### src/rtl/alarm_ctrl.sv
// Alarm-time/enable owner for the alarm comparator: button editing, arm/disarm,
// and ring handling (gated buzzer tone, stop, snooze, auto-timeout).
module alarm_ctrl #(
    parameter int SNOOZE_MIN   = 5,
    parameter int RING_TIMEOUT = 60,
    parameter int TONE_DIV     = 25000
) (
    input  logic       clk,
    input  logic       reset,
    input  logic       tick_1hz,
    input  logic       btn_mode,
    input  logic       btn_inc,
    input  logic       btn_arm,
    input  logic       btn_stop,
    input  logic       btn_snooze,
    input  logic       alarm_sound,
    output logic       isalram,
    output logic [5:0] amin,
    output logic [5:0] asec,
    output logic [1:0] mode,
    output logic       buzzer,
    output logic       snoozing
);
    localparam int CW = $clog2(RING_TIMEOUT + 1);
    localparam int TW = (TONE_DIV > 1) ? $clog2(TONE_DIV) : 1;
    localparam logic [CW-1:0] RC_LAST   = CW'(RING_TIMEOUT - 1);
    localparam logic [CW-1:0] RC_MAX    = CW'(RING_TIMEOUT);
    localparam logic [TW-1:0] TONE_LAST = TW'(TONE_DIV - 1);

    typedef enum logic [2:0] {S_IDLE, S_EDIT_MIN, S_EDIT_SEC, S_RING, S_CLEAR} state_t;

    state_t        state_q;
    logic          armed_q, isalram_q, buzzer_q, snoozing_q;
    logic          beep_q, tone_q;
    logic [5:0]    amin_q, asec_q;
    logic [1:0]    mode_q;
    logic [CW-1:0] ring_cnt_q;
    logic [TW-1:0] tone_cnt_q;

    logic [5:0] amin_inc, asec_inc, amin_snz_d;
    logic [6:0] snz_sum, snz_adj;
    logic       timeout;

    assign amin_inc   = (amin_q == 6'd59) ? 6'd0 : amin_q + 6'd1;
    assign asec_inc   = (asec_q == 6'd59) ? 6'd0 : asec_q + 6'd1;
    // amin <= 59 and SNOOZE_MIN <= 59, so one subtract of 60 is enough
    assign snz_sum    = {1'b0, amin_q} + 7'(SNOOZE_MIN);
    assign snz_adj    = (snz_sum >= 7'd60) ? snz_sum - 7'd60 : snz_sum;
    assign amin_snz_d = snz_adj[5:0];
    assign timeout    = tick_1hz && (ring_cnt_q == RC_LAST);

    always_ff @(posedge clk) begin
        if (!reset) begin
            state_q    <= S_IDLE;
            armed_q    <= 1'b0;
            isalram_q  <= 1'b0;
            buzzer_q   <= 1'b0;
            snoozing_q <= 1'b0;
            beep_q     <= 1'b0;
            tone_q     <= 1'b0;
            amin_q     <= '0;
            asec_q     <= '0;
            mode_q     <= 2'd0;
            ring_cnt_q <= '0;
            tone_cnt_q <= '0;
        end else begin
            case (state_q)
                S_IDLE: begin
                    if (alarm_sound && armed_q) begin
                        state_q    <= S_RING;
                        mode_q     <= 2'd3;
                        isalram_q  <= 1'b1;
                        buzzer_q   <= 1'b0;
                        ring_cnt_q <= '0;
                        beep_q     <= 1'b1;
                        tone_cnt_q <= '0;
                        tone_q     <= 1'b0;
                        snoozing_q <= 1'b0;
                    end else if (btn_mode) begin
                        state_q    <= S_EDIT_MIN;
                        mode_q     <= 2'd1;
                        isalram_q  <= 1'b0;
                        snoozing_q <= 1'b0;
                    end else if (btn_arm) begin
                        armed_q    <= ~armed_q;
                        isalram_q  <= ~armed_q;
                        snoozing_q <= 1'b0;
                    end else begin
                        isalram_q  <= armed_q;
                    end
                end
                S_EDIT_MIN: begin
                    isalram_q <= 1'b0;
                    if (btn_mode) begin
                        state_q <= S_EDIT_SEC;
                        mode_q  <= 2'd2;
                    end else if (btn_inc) begin
                        amin_q  <= amin_inc;
                    end
                end
                S_EDIT_SEC: begin
                    if (btn_mode) begin
                        state_q   <= S_IDLE;
                        mode_q    <= 2'd0;
                        isalram_q <= armed_q;
                    end else begin
                        isalram_q <= 1'b0;
                        if (btn_inc) asec_q <= asec_inc;
                    end
                end
                S_RING: begin
                    if (tone_cnt_q == TONE_LAST) begin
                        tone_cnt_q <= '0;
                        tone_q     <= ~tone_q;
                    end else begin
                        tone_cnt_q <= tone_cnt_q + TW'(1);
                    end
                    if (tick_1hz) begin
                        beep_q <= ~beep_q;
                        if (ring_cnt_q != RC_MAX) ring_cnt_q <= ring_cnt_q + CW'(1);
                    end
                    if (btn_stop || (!btn_snooze && timeout)) begin
                        armed_q   <= 1'b0;
                        state_q   <= S_CLEAR;
                        mode_q    <= 2'd0;
                        isalram_q <= 1'b0;
                        buzzer_q  <= 1'b0;
                    end else if (btn_snooze) begin
                        amin_q     <= amin_snz_d;
                        snoozing_q <= 1'b1;
                        state_q    <= S_CLEAR;
                        mode_q     <= 2'd0;
                        isalram_q  <= 1'b0;
                        buzzer_q   <= 1'b0;
                    end else if (!alarm_sound) begin
                        state_q   <= S_IDLE;
                        mode_q    <= 2'd0;
                        isalram_q <= armed_q;
                        buzzer_q  <= 1'b0;
                    end else begin
                        isalram_q <= armed_q;
                        buzzer_q  <= tone_q & beep_q;
                    end
                end
                S_CLEAR: begin
                    // comparator has now seen isalram=0 and dropped its latch
                    state_q   <= S_IDLE;
                    mode_q    <= 2'd0;
                    isalram_q <= armed_q;
                    buzzer_q  <= 1'b0;
                end
                default: begin
                    state_q   <= S_IDLE;
                    mode_q    <= 2'd0;
                    isalram_q <= 1'b0;
                    buzzer_q  <= 1'b0;
                end
            endcase
        end
    end

    assign isalram  = isalram_q;
    assign amin     = amin_q;
    assign asec     = asec_q;
    assign mode     = mode_q;
    assign buzzer   = buzzer_q;
    assign snoozing = snoozing_q;
endmodule
### config.mk
export PLATFORM = sky130hd
export DESIGN_NAME = alarm_ctrl
export DESIGN_NICKNAME = d
export VERILOG_FILES = /design/src/rtl/alarm_ctrl.sv
export SDC_FILE = /design/constraint.sdc
export NUM_CORES = 1
export LEC_CHECK = 0
export ABC_AREA = 1
export CORE_MARGIN = 1.5
export CORE_UTILIZATION = 57
export CTS_CLUSTER_SIZE = 10
export DETAILED_ROUTE_END_ITERATION = 12
export PLACE_DENSITY = 0.8
export SYNTH_ARGS = -nofsm -noshare
export SYNTH_HDL_FRONTEND = slang
export SYNTH_SLANG_ARGS = --single-unit
### constraint.sdc
create_clock -name clk -period 2.4 [get_ports clk]
set_input_delay 0.72 -clock clk [delete_from_list [all_inputs] [get_ports clk]]
set_output_delay 0.72 -clock clk [all_outputs]
set_load 0.01 [all_outputs]
Yosys cells after proc, flatten, opt, wreduce, memory -nomap -nowiden
Index checks and enable logic that the tools add are counted.
Widths: inputs -> output; s select.

operators by class
  reductions and logical operators = 19
  equal/unequal tests = 25
  $lt $le $gt $ge = 1
  bitwise gates (word level) = 6
  $add $sub $neg = 6
  muxes and demuxes = 58

operators by type and width
  cell                   number
  $mux 6                 10
  $mux 15                2
  $pmux 15 s2            1
  $ne 2x2->1 const B     13
  $pmux 6 s2             2
  $mux 1                 21
  $mux 3                 7
  $add 6x1->6 const B    3
  $eq 6x6->1 const B     3
  $reduce_and 4->1       4
  $add 15x1->15 const B  1
  $eq 15x15->1 const B   1
  $mux 2                 7
  $pmux 3 s4             1
  $reduce_and 3->1       3
  $ne 4x4->1 const B     2
  $pmux 1 s2             4
  $pmux 2 s4             1
  $add 6x3->7 const B    1
  $ge 7x6->1 const B     1
  $eq 3x2->1 const B     2
  $ne 6x6->1 const B     1
  $sub 6x6->6 const B    1
  $not 1->1              5
  14 further kinds       18

word-level totals
  input port bits = 9
  output and inout bits = 17
  logic and storage cells = 127
  register bits after elaboration = 44

Depth between registers and ports, before layout
Gate-level depths: netlist of the first run.

  word-level depth = 6
  gate-level depth with buffers = 16
  gate-level depth less buffers = 15

Worst setup path after synthesis of the first run
No wires, ideal clock.

  kind = reg2reg
  start point = register amin_q[0] (netlist: amin[0])
  end point = register amin_q[2] (netlist: amin[2])
  setup time = 0.132 ns
  buffers on the path = 0
  arrival = 1.788 ns
  cell stages (with the launch flop) = 13
  slack = 0.480 ns
  clock period less this slack = 1.920 ns
  required time = 2.268 ns
  cells stage by stage = dfxtp_1 > ha_1 > xor2_1 > inv_1 > ha_1 > nand2_1 > inv_1 > nand3_1 > nor2_1 > nor2_1 > nand3_1 > nand3_1 > a21oi_1

on the way
  word-level cells in the longest chain between the ends = 6
  elaborated cells on any way between the ends = 12
  classes of those cells = add/sub (3); order compare (1); eq/ne (1); mux (7)

ends and longest elaborated chain
  element                                    RTL line  source
  start: declaration                         35        logic [5:0] amin_q, asec_q;
  start signal: assignment                   98        amin_q <= amin_inc;
  start signal: assignment                   129       amin_q <= amin_snz_d;
  $add 6x3->7                                47        assign snz_sum = {1'b0, amin_q} + 7'(SNOOZE_MIN);
  $sub 6x6->6 or $ge 7x6->1 (tied branches)  48        assign snz_adj = (snz_sum >= 7'd60) ? snz_sum - 7'd60 : snz_sum;
  $mux 6                                     48
  $mux 6                                     128       end else if (btn_snooze) begin
  $mux 6                                     122       if (btn_stop || (!btn_snooze && timeout)) begin
  $pmux 6 s2 *                               67        case (state_q)

Every way passes the cells marked *; elsewhere a longest branch is shown, timed or not. The select of a mux whose other input is x is not followed.
A chain may end at the register's enable or synchronous reset.

Worst setup path after layout of the first run
  start point = register amin_q[2] (netlist: amin[2])
  end point = output port amin[2]

RTL lines
  element           RTL line  source
  end: declaration  18        output logic [5:0] amin,

No word-level cell between the ends.

==> results.sh, run 1 <==
export IMPL_status="complete, no violations"
export IMPL_cts_sink_count=43
export IMPL_rsz0062_at_grt="no"
export IMPL_synth_edf_count=0
export IMPL_numCtsBuffers=5
export IMPL_worst_pin_slew_ps=384
export IMPL_finalSetupViolations=0
export IMPL_area_growth_pct=17.2
export IMPL_routabilityCongestion=0.901
export IMPL_syn_nets=404
export IMPL_timing_rr_start="amin[0]"
export IMPL_cts_root_buf="clkbuf_8"
export IMPL_insertion_delay_ps=300
export IMPL_post_cts_setup_buffers=0
export IMPL_synth_top_area_cell="dfxtp_1"
export IMPL_path_delay_family="buffers and inverters"
export IMPL_maxSlewHeadroom_pct=74.3
export IMPL_grt_max_degree=15
export IMPL_io_pin_count=26
export IMPL_layout_nets=433
export IMPL_mostFrequentLayoutCells="79 x nand2_1, 49 x inv_1, 43 x dfxtp_1, 36 x nand3_1, 36 x nor2_1"
export IMPL_p_leak_nw=1.26
export IMPL_grt_pass1_wl_um=10400
export IMPL_crit_path_end="amin[2]"
export IMPL_powerDensity_nw_per_um2=687
export IMPL_dr_pass1_iters=4
export IMPL_irDropWorstVdd_uv=577
export IMPL_synth_top_cells_by_area="dfxtp_1 33%, nand2_1 11%, inv_1 7.0%"
export IMPL_vias=2533
export IMPL_worstPathCellList="clkdlybuf4s50_1"
export IMPL_yosysSeqAreaShare_pct=33.0
export IMPL_cp_arrival_ps=1440
export IMPL_p_int_mw=1.43
export IMPL_ctsResizeCount=0
export IMPL_finalSetupTns_ps=0
export IMPL_htree_levels=2
export IMPL_hold_buffers=0
export IMPL_timing_rr_end="amin[2]"
export IMPL_r2r_setup_slack_ps=250
export IMPL_syn_inst=388
export IMPL_first_iter_violations=111
export IMPL_ys_seq_elements=43
export IMPL_layout_commonest_cell="nand2_1"
export IMPL_pwr_share_comb_pct=27.4
export IMPL_track_usage_pct=25.5
export IMPL_yosysWarningCount=0
export IMPL_drive_above_1_share_pct=11.0
export IMPL_wire_per_inst_um=12.4
export IMPL_fp_dieW_um=70.7
export IMPL_start_util_pct=59.6
export IMPL_crit_slowest_cell="clkdlybuf4s50_1"
export IMPL_rows=24
export IMPL_cp_max_fo=9
export IMPL_place_hpwl_um=4240
export IMPL_hold_depth=2
export IMPL_antennaDiodeCount=0
export IMPL_critical_path_buf_inv_count=1
export IMPL_core_um2=4380
export IMPL_ys_types=42
export IMPL_crit_start="amin[2]"
export IMPL_grt_pass1_vias=2471
export IMPL_cts_tree="yes"
export IMPL_fin_skew_ps=5.67
export IMPL_die_area_um2=5000
export IMPL_cts_buffer_depth=2
export IMPL_synth_top_area_share_pct=33.0
export IMPL_power_switching_mw=0.676
export IMPL_swShare_pct=32.1
export IMPL_clkPwrFrac_pct=32.2
export IMPL_ant_nets=0
export IMPL_holdCritPathClass="flip-flop to flip-flop"
export IMPL_path_clk_slew_ps=90
export IMPL_fin_crit_sh_pct=89.9
export IMPL_slew_viol_final=0
export IMPL_endpoint_kind="primary output"
export IMPL_synth_flop_cell="dfxtp_1"
export IMPL_antenna_found_initial=0
export IMPL_crit_required_ps=1680
export IMPL_synthArstFlopShare_pct=0
export IMPL_syn_avg_cell_area_um2=6.73
export IMPL_die_y_um=70.7
export IMPL_viasPerCell=5.39
export IMPL_finalCriticalPeriod_ps=2160
export IMPL_finalHoldViolCount=0
export IMPL_maxCapViolations=0
export IMPL_finalWirelength_um=5820
export IMPL_critPathKind="flip-flop to primary output"
export IMPL_final_core_util_pct=69.8
export IMPL_io_buffer_count=25
export IMPL_pwr_share_seq_pct=40.4
export IMPL_drc_errors=0
export IMPL_r2r_cells=11
export IMPL_max_clock_freq_mhz=463
export IMPL_grt_ovfl_total=0
export IMPL_cpPeakStageDelay_ps=600
export IMPL_syn_cell_area_um2=2610
export IMPL_critical_path_depth=1
export IMPL_cp_start_kind="flip-flop"
-- metrics by stage --
stage                     setup slack (ps)  power (mW)  cell area (µm²)  hold slack [ps]  cells
after floorplan                        480        1.26             2610              428    388
after global placement                 176        1.43             2930              445    462
after detailed placement               135        1.44             2930              445    462
after CTS                              219        2.12             3060              457    470
after global routing                  31.9        2.22             3060              500    470
final                                  242        2.10             3060              456    470
-- power by group through the flow --
stage	Clock [mW]	Combinational, mW	Sequential [mW]
2_1_floorplan	0	0.397	0.861
3_3_place_gp	0	0.565	0.863
3_5_place_dp	0	0.572	0.866
4_1_cts	0.691	0.578	0.850
5_1_grt	0.712	0.648	0.862
6_report	0.676	0.577	0.850
-- area by class of cell --
| type | count | area [µm²] |
|---|---|---|
| sequential | 43 | 861 |
| tap | 52 | 65.1 |
| multi-input combinational | 274 | 1470 |
| fill | 379 | 1320 |
| inverter | 62 | 234 |
| clock inverter | 2 | 60.1 |
| timing repair buffer | 31 | 295 |
| clock buffer | 6 | 72.6 |
-- flip-flops by register name (all words and copies together) (netlist names) --
signal and cells:
asec 6, tone_cnt_q 15, mode 2, snoozing 1
tone_q 1, buzzer 1, isalram 1, beep_q 1
state_q 2, ring_cnt_q 6, amin 6, armed_q 1
-- logic make-up after synthesis --
logic type               after synthesis  share of synthesized area [%]
flip-flops                            43                           33.0
AO/OA/AOI/OAI                         75                           17.0
AND/OR/NAND/NOR                      183                           33.0
adder cells (fa/ha/maj)                7                           3.35
XOR/XNOR                               9                           3.02
buffers and inverters                 71                           10.7
-- synthesized netlist by cell type, types with 4 or more instances --
master,n
nor2_1,36
nand3_1,36
nand2_1,79
a21oi_1,29
inv_1,49
o21ai_0,25
xor2_1,8
inv_2,10
ha_1,7
nor3_1,8
nand4_1,7
buf_2,4
dfxtp_1,43
-- worst reg2reg max path: cells and delay by family (launching register included) --
| kind | cells | cell delay [ps] |
|---|---|---|
| AOI/OAI and AO/OA | 2 | 390 |
| xor gates and xnor gates | 1 | 240 |
| adders and majority gates | 2 | 500 |
| buffers and inverters | 2 | 150 |
| DFF | 1 | 480 |
| and+or+nand+nor | 4 | 330 |
-- how the worst min path moves through the flow --
| stage | startpoint | to |
|---|---|---|
| 2_1_floorplan | ring_cnt_q[5] | ring_cnt_q[5] |
| 3_3_place_gp | ring_cnt_q[5] | ring_cnt_q[5] |
| 3_5_place_dp | ring_cnt_q[5] | ring_cnt_q[5] |
| 4_1_cts | ring_cnt_q[5] | ring_cnt_q[5] |
| 5_1_grt | ring_cnt_q[5] | ring_cnt_q[5] |
| 6_report | ring_cnt_q[5] | ring_cnt_q[5] |
-- routing by layer --
layer / GRT usage, % / wire length [µm]
met4: 11.3 / 88
met3: 5.27 / 250
met1: 29.9 / 2590
met2: 44.8 / 2890
met5: 0 / 0
No activity file was read; power rests on OpenSTA's default activity.
==> inputs of run 2 (changes only) <==
TNS_END_PERCENT = 5   (was unset)
==> results of run 2 <==
Same layout as run 1: the final DEF is identical, and so are final timing and power.
==> inputs of run 3 (changes only) <==
CORE_ASPECT_RATIO = 0.75   (was unset)
==> run 3 against run 2 <==
  * Combinational power rose by 4.7%
  * Clock skew fell by 1.0 ps
  * Non-clock buffer count rose by 2
  * Maximum frequency rose by 0.41%
  * Register-to-register slack improved by 90 ps
  * Critical path depth did not move
  * Sequential share of layout area fell by 0.17 points
==> results.sh, run 3 (same netlist as run 1, synthesis figures left out) <==
export IMPL_setup_slack_ps=251
export IMPL_insertion_delay_ps=290
export IMPL_powerDensity_nw_per_um2=688
export IMPL_rsz0062_at_grt="no"
export IMPL_first_iter_violations=232
export IMPL_grt_pass1_vias=2321
export IMPL_cpPeakStageDelay_ps=610
export IMPL_area_growth_pct=17.9
export IMPL_cts_tree="yes"
export IMPL_grt_ovfl_total=0
export IMPL_place_hpwl_um=4290
export IMPL_wire_per_inst_um=12.4
export IMPL_finalSetupViolations=0
export IMPL_start_util_pct=58.8
export IMPL_cts_buffer_depth=2
export IMPL_holdCritPathClass="flip-flop to flip-flop"
export IMPL_finalSetupTns_ps=0
export IMPL_finalCriticalPeriod_ps=2150
export IMPL_die_y_um=61.6
export IMPL_viasPerCell=5.40
export IMPL_numCtsBuffers=5
export IMPL_antenna_found_initial=0
export IMPL_largest_reg_flops=15
export IMPL_timing_rr_end="amin[4]"
export IMPL_slew_viol_final=0
export IMPL_antennaDiodeCount=0
export IMPL_finalHoldViolCount=0
export IMPL_path_delay_family="buffers and inverters"
export IMPL_dr_pass1_iters=4
export IMPL_endpoint_kind="primary output"
export IMPL_p_leak_nw=1.27
export IMPL_routabilityCongestion=0.882
export IMPL_mostFrequentLayoutCells="79 x nand2_1, 49 x inv_1, 43 x dfxtp_1, 36 x nand3_1, 36 x nor2_1"
export IMPL_drc_errors=0
export IMPL_layout_nets=435
export IMPL_pre_cts_ws_ps=94.0
export IMPL_instances_no_fill=477
export IMPL_cts_sink_count=43
export IMPL_io_pin_count=26
export IMPL_hold_start="ring_cnt_q[5]"
export IMPL_track_usage_pct=26.0
export IMPL_die_area_um2=5000
export IMPL_worst_pin_slew_ps=412
export IMPL_cp_start_kind="flip-flop"
export IMPL_drive_above_1_share_pct=11.2
export IMPL_critPathKind="flip-flop to primary output"
export IMPL_ant_nets=0
export IMPL_hold_end="ring_cnt_q[5]"
export IMPL_dp_cells=469
export IMPL_fp_dieW_um=81.2
export IMPL_status="complete, no violations"
export IMPL_top_register="tone_cnt_q"
export IMPL_ctsResizeCount=0
export IMPL_maxSlewHeadroom_pct=72.5
export IMPL_critical_path_buf_inv_count=1
export IMPL_crit_slowest_cell="clkdlybuf4s50_1"
export IMPL_fin_skew_ps=4.66
export IMPL_post_cts_setup_buffers=0
export IMPL_cp_max_fo=8
export IMPL_cp_arrival_ps=1430
export IMPL_maxCapViolations=0
export IMPL_max_clock_freq_mhz=465
export IMPL_r2r_cells=13
export IMPL_rows=21
export IMPL_grt_pass1_wl_um=10000
export IMPL_cts_root_buf="clkbuf_8"
export IMPL_finalWirelength_um=5920
export IMPL_holdWs_ps=460
export IMPL_seq_area_um2=861
export IMPL_layout_commonest_cell="nand2_1"
export IMPL_io_buffer_count=25
export IMPL_grt_max_degree=20
export IMPL_path_clk_slew_ps=80
export IMPL_multi_input_area_um2=1470
export IMPL_fin_crit_sh_pct=89.5
export IMPL_timing_rr_start="amin[1]"
export IMPL_crit_required_ps=1680
export IMPL_htree_levels=2
export IMPL_hold_buffers=0
export IMPL_worstPathCellList="clkdlybuf4s50_1"
export IMPL_vias=2575
export IMPL_irDropWorstVdd_uv=476
export IMPL_r2r_setup_slack_ps=340
export IMPL_core_um2=4440
export IMPL_hold_depth=2
export IMPL_n_fill_cell=386
-- run 3: power by group --
| group | leakage [nW] | internal (mW) | switching [mW] |
|---|---|---|---|
| sequential | 0.349 | 0.778 | 0.0710 |
| clock | 0.0654 | 0.416 | 0.251 |
| combinational | 0.857 | 0.243 | 0.360 |
| total | 1.27 | 1.44 | 0.682 |
-- run 3: worst max path at each step --
stage	startpoint	endpoint	slack, ps	cells after the start
after floorplan	amin[0]	amin[2]	480	12
after global placement	tick_1hz	mode[1]	170	9
after detailed placement	btn_inc	amin[2]	90	9
after CTS	amin[3]	amin[3]	260	1
after global routing	amin[1]	amin[4]	180	13
final	amin[3]	amin[3]	250	1
-- run 3: layout make-up --
type                    count  area share, %
well taps                  57           2.32
flip-flops and latches     43           27.9
inverters                  62           7.60
multi-input cells         274           47.8
clock buffers               6           2.36
repair buffers             33           10.1
clock inverters             2           1.95
-- run 3: per-layer routing --
layer | vias to the layer above | GRT usage (%) | share of wire, %
met5 | - | 0 | 0
met4 | 0 | 7.88 | 1.0
met3 | 9 | 4.74 | 4.1
met2 | 49 | 43.7 | 45
met1 | 1183 | 34.6 | 50
li1 | 1334 | - | -
-- run 3: stage by stage --
step / area (µm²) / power (mW) / util, %
2_1_floorplan: 2610 / 1.26 / -
3_3_place_gp: 2950 / 1.44 / 66.4
3_5_place_dp: 2950 / 1.46 / 66.4
4_1_cts: 3080 / 2.12 / 69.4
5_1_grt: 3080 / 2.23 / 69.4
6_report: 3080 / 2.12 / 69.4
